`src/rtl/mmio_uart_tx.sv`:
```
// Memory-mapped 8N1 UART transmitter: TX FIFO fed by bus stores, baud counter and frame FSM.
// STATUS/BAUD_DIV readback is combinational on bus_addr.
module mmio_uart_tx #(
  parameter int unsigned FIFO_DEPTH  = 8,
  parameter int unsigned DEFAULT_DIV = 868,
  parameter int unsigned ADDR_W      = 4
) (
  input  logic              cpu_clk,
  input  logic              reset,
  input  logic [ADDR_W-1:0] bus_addr,
  input  logic [31:0]       bus_wdata,
  input  logic              bus_we,
  input  logic              bus_re,
  output logic [31:0]       bus_rdata,
  output logic              tx,
  output logic              tx_busy
);

  localparam int unsigned PtrW = $clog2(FIFO_DEPTH);
  localparam int unsigned CntW = PtrW + 1;
  localparam logic [ADDR_W-1:0] AddrTxdata = ADDR_W'(0);
  localparam logic [ADDR_W-1:0] AddrStatus = ADDR_W'(4);
  localparam logic [ADDR_W-1:0] AddrBaud   = ADDR_W'(8);
  localparam logic [15:0]       DefDiv     = 16'(DEFAULT_DIV);

  typedef enum logic [1:0] {StIdle, StStart, StData, StStop} state_e;

  state_e            state_q, state_d;
  logic [7:0]        fifo_mem [FIFO_DEPTH];
  logic [PtrW-1:0]   wr_ptr_q, wr_ptr_d, rd_ptr_q, rd_ptr_d;
  logic [CntW-1:0]   count_q, count_d;
  logic              ovf_q, ovf_d;
  logic [15:0]       baud_div_q, baud_div_d;
  logic [15:0]       bit_div_q, bit_div_d;
  logic [15:0]       baud_cnt_q, baud_cnt_d;
  logic [2:0]        bit_cnt_q, bit_cnt_d;
  logic [7:0]        shift_q, shift_d;
  logic              tx_q, tx_d;
  logic              busy_q, busy_d;

  logic [ADDR_W-1:0] addr_word;
  logic              wr_txdata, wr_status, wr_baud;
  logic              fifo_full, fifo_empty, push_ok, pop, bit_end;
  logic [4:0]        count_field;
  logic              unused_bits;

  assign addr_word   = {bus_addr[ADDR_W-1:2], 2'b00};
  assign wr_txdata   = bus_we && (addr_word == AddrTxdata);
  assign wr_status   = bus_we && (addr_word == AddrStatus);
  assign wr_baud     = bus_we && (addr_word == AddrBaud);
  assign fifo_full   = (count_q == CntW'(FIFO_DEPTH));
  assign fifo_empty  = (count_q == '0);
  // Full is judged on the current count, so a same-cycle pop never rescues a push.
  assign push_ok     = wr_txdata && !fifo_full;
  assign bit_end     = (baud_cnt_q == bit_div_q - 16'd1);
  assign count_field = 5'(count_q);
  assign unused_bits = ^{bus_re, bus_wdata[31:16], bus_addr[1:0]};

  // FIFO pointers, count and control registers
  always_comb begin
    wr_ptr_d   = push_ok ? wr_ptr_q + PtrW'(1) : wr_ptr_q;
    rd_ptr_d   = pop ? rd_ptr_q + PtrW'(1) : rd_ptr_q;
    count_d    = count_q;
    if (push_ok && !pop) begin
      count_d = count_q + CntW'(1);
    end else if (!push_ok && pop) begin
      count_d = count_q - CntW'(1);
    end
    ovf_d = ovf_q;
    if (wr_txdata && fifo_full) begin
      ovf_d = 1'b1;
    end else if (wr_status && bus_wdata[3]) begin
      ovf_d = 1'b0;
    end
    baud_div_d = baud_div_q;
    if (wr_baud) begin
      baud_div_d = (bus_wdata[15:0] == 16'd0) ? 16'd1 : bus_wdata[15:0];
    end
  end

  always_ff @(posedge cpu_clk) begin
    if (push_ok) begin
      fifo_mem[wr_ptr_q] <= bus_wdata[7:0];
    end
  end

  // State register
  always_ff @(posedge cpu_clk or negedge reset) begin
    if (!reset) begin
      state_q    <= StIdle;
      wr_ptr_q   <= '0;
      rd_ptr_q   <= '0;
      count_q    <= '0;
      ovf_q      <= 1'b0;
      baud_div_q <= DefDiv;
      bit_div_q  <= 16'd0;
      baud_cnt_q <= 16'd0;
      bit_cnt_q  <= 3'd0;
      shift_q    <= 8'd0;
      tx_q       <= 1'b1;
      busy_q     <= 1'b0;
    end else begin
      state_q    <= state_d;
      wr_ptr_q   <= wr_ptr_d;
      rd_ptr_q   <= rd_ptr_d;
      count_q    <= count_d;
      ovf_q      <= ovf_d;
      baud_div_q <= baud_div_d;
      bit_div_q  <= bit_div_d;
      baud_cnt_q <= baud_cnt_d;
      bit_cnt_q  <= bit_cnt_d;
      shift_q    <= shift_d;
      tx_q       <= tx_d;
      busy_q     <= busy_d;
    end
  end

  // Next-state logic
  always_comb begin
    state_d    = state_q;
    pop        = 1'b0;
    shift_d    = shift_q;
    bit_div_d  = bit_div_q;
    bit_cnt_d  = bit_cnt_q;
    baud_cnt_d = bit_end ? 16'd0 : baud_cnt_q + 16'd1;
    unique case (state_q)
      StIdle: begin
        baud_cnt_d = 16'd0;
        if (!fifo_empty) begin
          pop       = 1'b1;
          shift_d   = fifo_mem[rd_ptr_q];
          bit_div_d = baud_div_q;
          bit_cnt_d = 3'd0;
          state_d   = StStart;
        end
      end
      StStart: begin
        if (bit_end) state_d = StData;
      end
      StData: begin
        if (bit_end) begin
          shift_d   = {1'b0, shift_q[7:1]};
          bit_cnt_d = bit_cnt_q + 3'd1;
          if (bit_cnt_q == 3'd7) state_d = StStop;
        end
      end
      StStop: begin
        if (bit_end) state_d = StIdle;
      end
      default: state_d = StIdle;
    endcase
  end

  // Output logic; tx lags the state by one cycle so the line is glitch-free
  always_comb begin
    tx_d = 1'b1;
    case (state_q)
      StStart: tx_d = 1'b0;
      StData:  tx_d = shift_q[0];
      default: tx_d = 1'b1;
    endcase
    busy_d = (state_d != StIdle) || (count_d != '0);
  end

  always_comb begin
    bus_rdata = 32'd0;
    case (addr_word)
      AddrStatus: bus_rdata = {23'd0, count_field, ovf_q, busy_q, fifo_empty, fifo_full};
      AddrBaud:   bus_rdata = {16'd0, baud_div_q};
      default:    bus_rdata = 32'd0;
    endcase
  end

  assign tx      = tx_q;
  assign tx_busy = busy_q;

endmodule

```
`config.mk`:
```
export PLATFORM = sky130hd
export DESIGN_NAME = mmio_uart_tx
export DESIGN_NICKNAME = d
export VERILOG_FILES = /design/src/rtl/mmio_uart_tx.sv
export SDC_FILE = /design/constraint.sdc
export NUM_CORES = 1
export LEC_CHECK = 0
export ABC_AREA = 1
export BUFFER_PORTS_ARGS = -buffer_cell sky130_fd_sc_hd__buf_2
export CAP_MARGIN = 10
export CORE_MARGIN = 5
export CORE_UTILIZATION = 50
export DETAILED_ROUTE_END_ITERATION = 6
export HOLD_SLACK_MARGIN = 0.08
export PLACE_DENSITY = 0.72
export SYNTH_ARGS = -nofsm -noshare
export SYNTH_HDL_FRONTEND = slang
export SYNTH_SLANG_ARGS = --single-unit
```
`constraint.sdc`:
```
create_clock -name cpu_clk -period 2.75 [get_ports cpu_clk]
set_input_delay 0.275 -clock cpu_clk [delete_from_list [all_inputs] [get_ports cpu_clk]]
set_output_delay 0.275 -clock cpu_clk [all_outputs]
set_load 0.03 [all_outputs]
```
# Word-level counts from Yosys, hierarchy flattened
# Memories as Yosys holds them, arrays and structs flattened.
# Cells that the tools add are included.
# word_totals
word_cells,78
mem_count,1
mem_bits_rw,64
reg_bits,74
in_bits,40
out_inout_bits,34
# mem_list
name,words,word_bits,read_ports,rd_ports_with_merged_regs,wr,line_no,source
fifo_mem,8,8,1,0,1,29,logic [7:0] fifo_mem [FIFO_DEPTH];
# op_classes
n_eq_ne,10
reduce_logical,22
muxes,25
addsub,7
bitwise,1
# ops
operator,count
2-to-1 mux 16 bit,3
one-hot mux 16 bit (2 select lines),1
"adder 16 x 1 -> 16 bit, second input constant",1
== test 16 bit,1
zero test 16 bit,1
2-to-1 mux 8 bit,2
one-hot mux 8 bit (2 select lines),1
"subtractor 16 x 1 -> 16 bit, second input constant",1
2-to-1 mux 2 bit,5
"adder 3 x 1 -> 3 bit, second input constant",3
logical AND 1 bit,8
zero test 4 bit,2
2-to-1 mux 4 bit,2
one-hot mux 2 bit (4 select lines),1
"== test 2 bit, second input constant",3
2-to-1 mux 1 bit,6
2-to-1 mux 3 bit,2
one-hot mux 3 bit (2 select lines),1
nonzero test 2 bit,3
"adder 4 x 1 -> 4 bit, second input constant",1
"== test 2 x 1 -> 1 bit, second input constant",2
"== test 4 bit, second input constant",1
"!= test 2 bit, second input constant",2
nonzero test 4 bit,1
9 further kinds,11

# Longest topological paths before layout
# depth
depth_word,9
depth_mapped,18
ltp_nobuf,17

# Least setup slack after synthesis
# No wires, ideal clock.
# synth_timing
path_kind,register to register
start,reg bit_div_q[0]
end,reg bit_cnt_q[0]
arrival_ns,1.835
setup_slack_ns,0.798
t_required_ns,2.633
n_path_buf,1
stages_incl_launch_ff,17
synth_period_minus_slack_ns,1.952
setup_time_ns,0.117
path_cell_list,dfrtp_1 -> inv_2 -> ha_1 -> nand2_1 -> nor2_2 -> nand3_1 -> nand2_1 -> inv_1 -> nor2_1 -> nand3_1 -> nor2_2 -> nand2_2 -> clkinv_2 -> nand2_4 -> buf_6 -> nand3_1 -> nand2_1
# synth_between
elab_chain_cells,4
# synth_lines
item,line_no,source
"start, declared",34,"logic [15:0] bit_div_q, bit_div_d;"
"start signal, assigned",109,bit_div_q <= bit_div_d;
subtractor 16 x 1 -> 16 bit,55,assign bit_end = (baud_cnt_q == bit_div_q - 16'd1);
== test 16 bit,55,
!= test 2 bit (no line),--,
AND reduction 3 bit (no line),--,
"end signal, assigned",111,bit_cnt_q <= bit_cnt_d;
"end, declared",36,"logic [2:0] bit_cnt_q, bit_cnt_d;"
# No other way between the ends.
# A chain may end at the register's enable or synchronous reset.

# Worst setup path after layout
# layout_timing
start,reg bit_div_q[0]
end,"reg busy_q, in the netlist tx_busy"
# layout_between
elab_chain_cells,6
word_cells_on_any_way,8
cone_classes,add/sub (1); eq/ne (1); mux (4); reduce/logical (2)
# layout_lines
item,line_no,source
subtractor 16 x 1 -> 16 bit *,55,
== test 16 bit *,55,
"2-to-1 mux 2 bit, on equally long branches","148, 138, 141",
one-hot mux 2 bit (4 select lines) *,126,unique case (state_q)
nonzero test 2 bit *,162,busy_d = (state_d != StIdle) || (count_d != '0);
logical OR 1 bit *,162,
via busy_d,39,"logic busy_q, busy_d;"
"end signal, assigned",114,busy_q <= busy_d;
"end, declared",39,
# Mark *: on every way through the listed nets, which the timed path passes. The rest lies on a longest branch.

==> summary.md <==
| Metric | Value |
|---|---|
| Register area | 0.003781 mm^2 |
| Final antenna diode count | 0 |
| CP Launch Point | bit_div_q[0] |
| Starting density of the core | 0.5053 |
| Crit Path Class | reg2reg |
| Critical Path RT | roughly 3.0 ns |
| Internal Pwr Total | about 4800 uW |
| DR DRC count | 0 |
| Post-synthesis sequential area ratio | 0.5454 |
| First-pass GRT wire length | ~25000 um |
| Most common cell after layout, fill and taps aside | nand2_1 |
| P_sw | around 3000 uW |
| Crit path depth | 15 |
| CTS tree | yes |
| Final Cycle Share | 0.9065 |
| Crit Reg-Reg Endpoint | tx_busy |
| PD cells | between 900 and 1000 mW/mm^2 |
| Fin Hold WS | a little over 0.1 ns |
| Port Buf Inserts | 38 |
| Leakage | about 0.0036 uW |
| Max Clock Skew | about 0.0077 ns |
| Switching Share | 0.3888 |
| DRT iter0 DRCs | between 400 and 500 |
| Area Growth Syn to Fin | 13.36% |
| Warnings, synthesis | 0 |
| Fin area | about 0.0079 mm^2 |
| Final hold violations | 0 |
| WL/cell | approximately 14 um |
| Cells on worst reg2reg path | 15 |
| Drt first pass iters | 4 |
| Number of fill cells | 1225 |
| Rows | 43 |
| Maximum clock frequency | 0.4011 GHz |
| Setup_tns | 0 ns |
| Die W | 127.8 um |
| Slew margin rel. | 0.3711 |
| Die height | around 130 um |
| RSZ-0062 raised after global routing | no |
| Synth Area in Compound Gates | 0.07345 |
| CTS resizes | 0 |
| Syn avg cell area | between 8 and 9 um^2 |
| Area after DPL | around 0.0073 mm^2 |
| Final net count | 894 |
| Initial antenna violation count | 0 |
| Max Root-Sink Buffers | 2 |
| Footprint of the multi-input gates | around 0.0027 mm^2 |
| Layout cells sized above 1 | 0.1287 |
| CP top delay family | simple AND/OR/NAND/NOR gates |
| Crit end category | flip-flop |
| Post-Synthesis Cells | about 800 |
| Clk pwr share | 0.269 |
| Largest net degree at the start of global routing | 75 |
| HPWL Detailed | between 10000 and 15000 um |
| Combinational share of power | 0.350 |
| CP Launch Type | flip-flop |
| Global route overflow | 0 |
| Worst Tran Pin Value | about 0.94 ns |
| Die area | about 0.016 mm^2 |
| Cell Chain, Critical Path | inv_2, ha_1, nand2_1, nor2_2, nand2_1, nand2_1, inv_1, nor2_1, nand2_1, nor2_1, nand2_1, nand2_1, nand2_1, nor2_1, nand3_1 |
| R2R Setup Slk | roughly 0.26 ns |
| CP Capture Point | tx_busy |
| CTS Sinks | 138 |
| Htree depth | 4 |
| Share of the synthesized area in the top cell type | 0.2772 |
| Number of global-route vias before repair | between 4000 and 5000 |
| CP max stage delay | 0.42 ns |
| Root Buffer | clkbuf_16 |
| Post-synthesis register bit count | between 100 and 150 |
| Antenna viol nets, final | 0 |
| Reg clk slew, reported paths | 0.06 ns |
| Tot GR Track Use | 0.1918 |
| Leading area contributor after synthesis | edfxtp_1 |
| Most common cell on crit path | nand2_1 |
| Main combinational cell family by area after synthesis | simple AND/OR/NAND/NOR gates |
| Hold crit path type | in2reg |
| Crit-path slowest cell | dfrtp_1 |
| Multiplexer area fraction after synthesis | 0.006497 |
| Final critical-path required period | 2.493 ns |
| Peak supply drop | approximately 0.56 mV |
| Core area | 0.01372 mm^2 |
| DR vias/cell | about 5.2 |
| Simple-Gate Fraction of Synth Area | 0.2501 |
| Overall Power | between 7000 and 8000 uW |
| XOR/XNOR share of the synthesized area | 0.02779 |
| Cell variety after synth | 42 |
| Adder-cell share of the synthesized area | 0.01985 |
| Most frequent cells in the layout | nand2_1, nor2_1, inv_1, dfrtp_1, edfxtp_1 |
| Worst r2r src | bit_div_q[0] |
| Total number of vias | 5349 |
| Worst path bufs/invs | 2 |
| Final setup viols | 0 |
| Max-slew violations | 0 |
| Mapped Area | slightly below 0.007 mm^2 |
| Worst-path maximum fanout | 7 |
| Max Cap Viol | 0 |
| Cts bufs inserted | 17 |
| GPL Wtd Cong | around 0.9 |
| Skew-Pair Late Insertion Delay | approximately 0.42 ns |
| Arr. time, crit path | around 2.8 ns |
| IO Count | 74 |
| Status | completed |
| Seq pwr share | 0.381 |
| Post-Route WL | 14910 um |
| Final core occ | 0.5728 |
| Synth area leaders | edfxtp_1, dfrtp_1, nand2_1 |
==> metrics by stage <==
step	setup WS, ns	std cells
2_1_floorplan	0.7980	810
3_3_place_gp	0.3662	1002
3_5_place_dp	0.3338	1002
4_1_cts	0.2850	1035
5_1_grt	0.009821	1035
6_report	0.2570	1035
==> repair_timing <==
item / CTS / global route
setup buffers: 0 / 0
hold buffers: 2 / 0
hold endpoints to repair: 69 / 0
==> worst reg2reg max path: cells and delay by family (launching register included) <==
kind          cells  cell delay (ns)
simple gates     12             1.51
flops             1             0.42
fa+ha+maj         1             0.22
buf+inv           2             0.20
==> routing by layer <==
metal / wire [um] / up-vias / track usage
met2: 6828 / 124 / 0.2893
met5: 0 / - / 0
met1: 7128 / 2524 / 0.2723
met3: 716 / 21 / 0.04458
met4: 232 / 0 / 0.07116
li1: - / 2680 / -
==> cells in the mapped netlist, drive strengths merged <==
master and number:
a221oi 1, inv 76, xor2 14, buf 23, clkinv 2, nand3 51
dfstp 6, nand4 9, a21oi 11, or2 1, ha 11, mux2 4
dfrtp 68, nor2 108, nand2b 1, and2 1, o22ai 15, xnor2 8
nand3b 3, conb 1, a22o 1, nor3 14, a31oi 10, nor4 8
a22oi 1, edfxtp 64, o211ai 1, nand2 210, clkbuf 19, o21ai 53
==> worst min-delay path by stage <==
stage | from | endpoint | slack, ns | depth (start not counted)
floorplan | reset | baud_cnt_q[0] | -0.02 | 0
global placement | baud_div_q[8] | baud_div_q[8] | 0.47 | 2
detailed placement | reset | baud_cnt_q[11] | 0.48 | 1
CTS | bus_wdata[8] | baud_div_q[8] | 0.09 | 3
global route | bus_wdata[8] | baud_div_q[8] | 0.10 | 3
finish | bus_wdata[8] | baud_div_q[8] | 0.10 | 3
==> power groups by stage <==
stage | clock, uW | combinational (uW) | sequential, uW
floorplan | 0 | 2140 | 2890
global placement | 0 | 2660 | 2980
finish | 2100 | 2730 | 2970
global route | 2240 | 3130 | 3040
detailed placement | 0 | 2710 | 3000
CTS | 2130 | 2730 | 2970
==> sequential cells by signal (all words and copies together) (netlist names) <==
register    cells
fifo_mem       64
tx_busy         1
count_q         4
ovf_q           1
bit_div_q      16
wr_ptr_q        3
state_q         2
baud_div_q     16
rd_ptr_q        3
bit_cnt_q       3
baud_cnt_q     16
shift_q         8
tx              1
==> cell type report <==
class / count / area share
sequential: 138 / 0.4811
multi-input combinational: 552 / 0.3409
clock buffer: 18 / 0.05461
timing repair buffer: 56 / 0.04235
inverter: 78 / 0.03741
tap: 180 / 0.02866
clock inverter: 13 / 0.01497
==> kinds of logic after synthesis <==
kind of cell | after synthesis
fa+ha+maj | 11
xor+xnor | 22
buf+inv | 120
simple gates | 406
mux | 4
compound gates | 93
flops | 138
other cells | 1
Note: power is estimated with default switching activity, not from simulation.
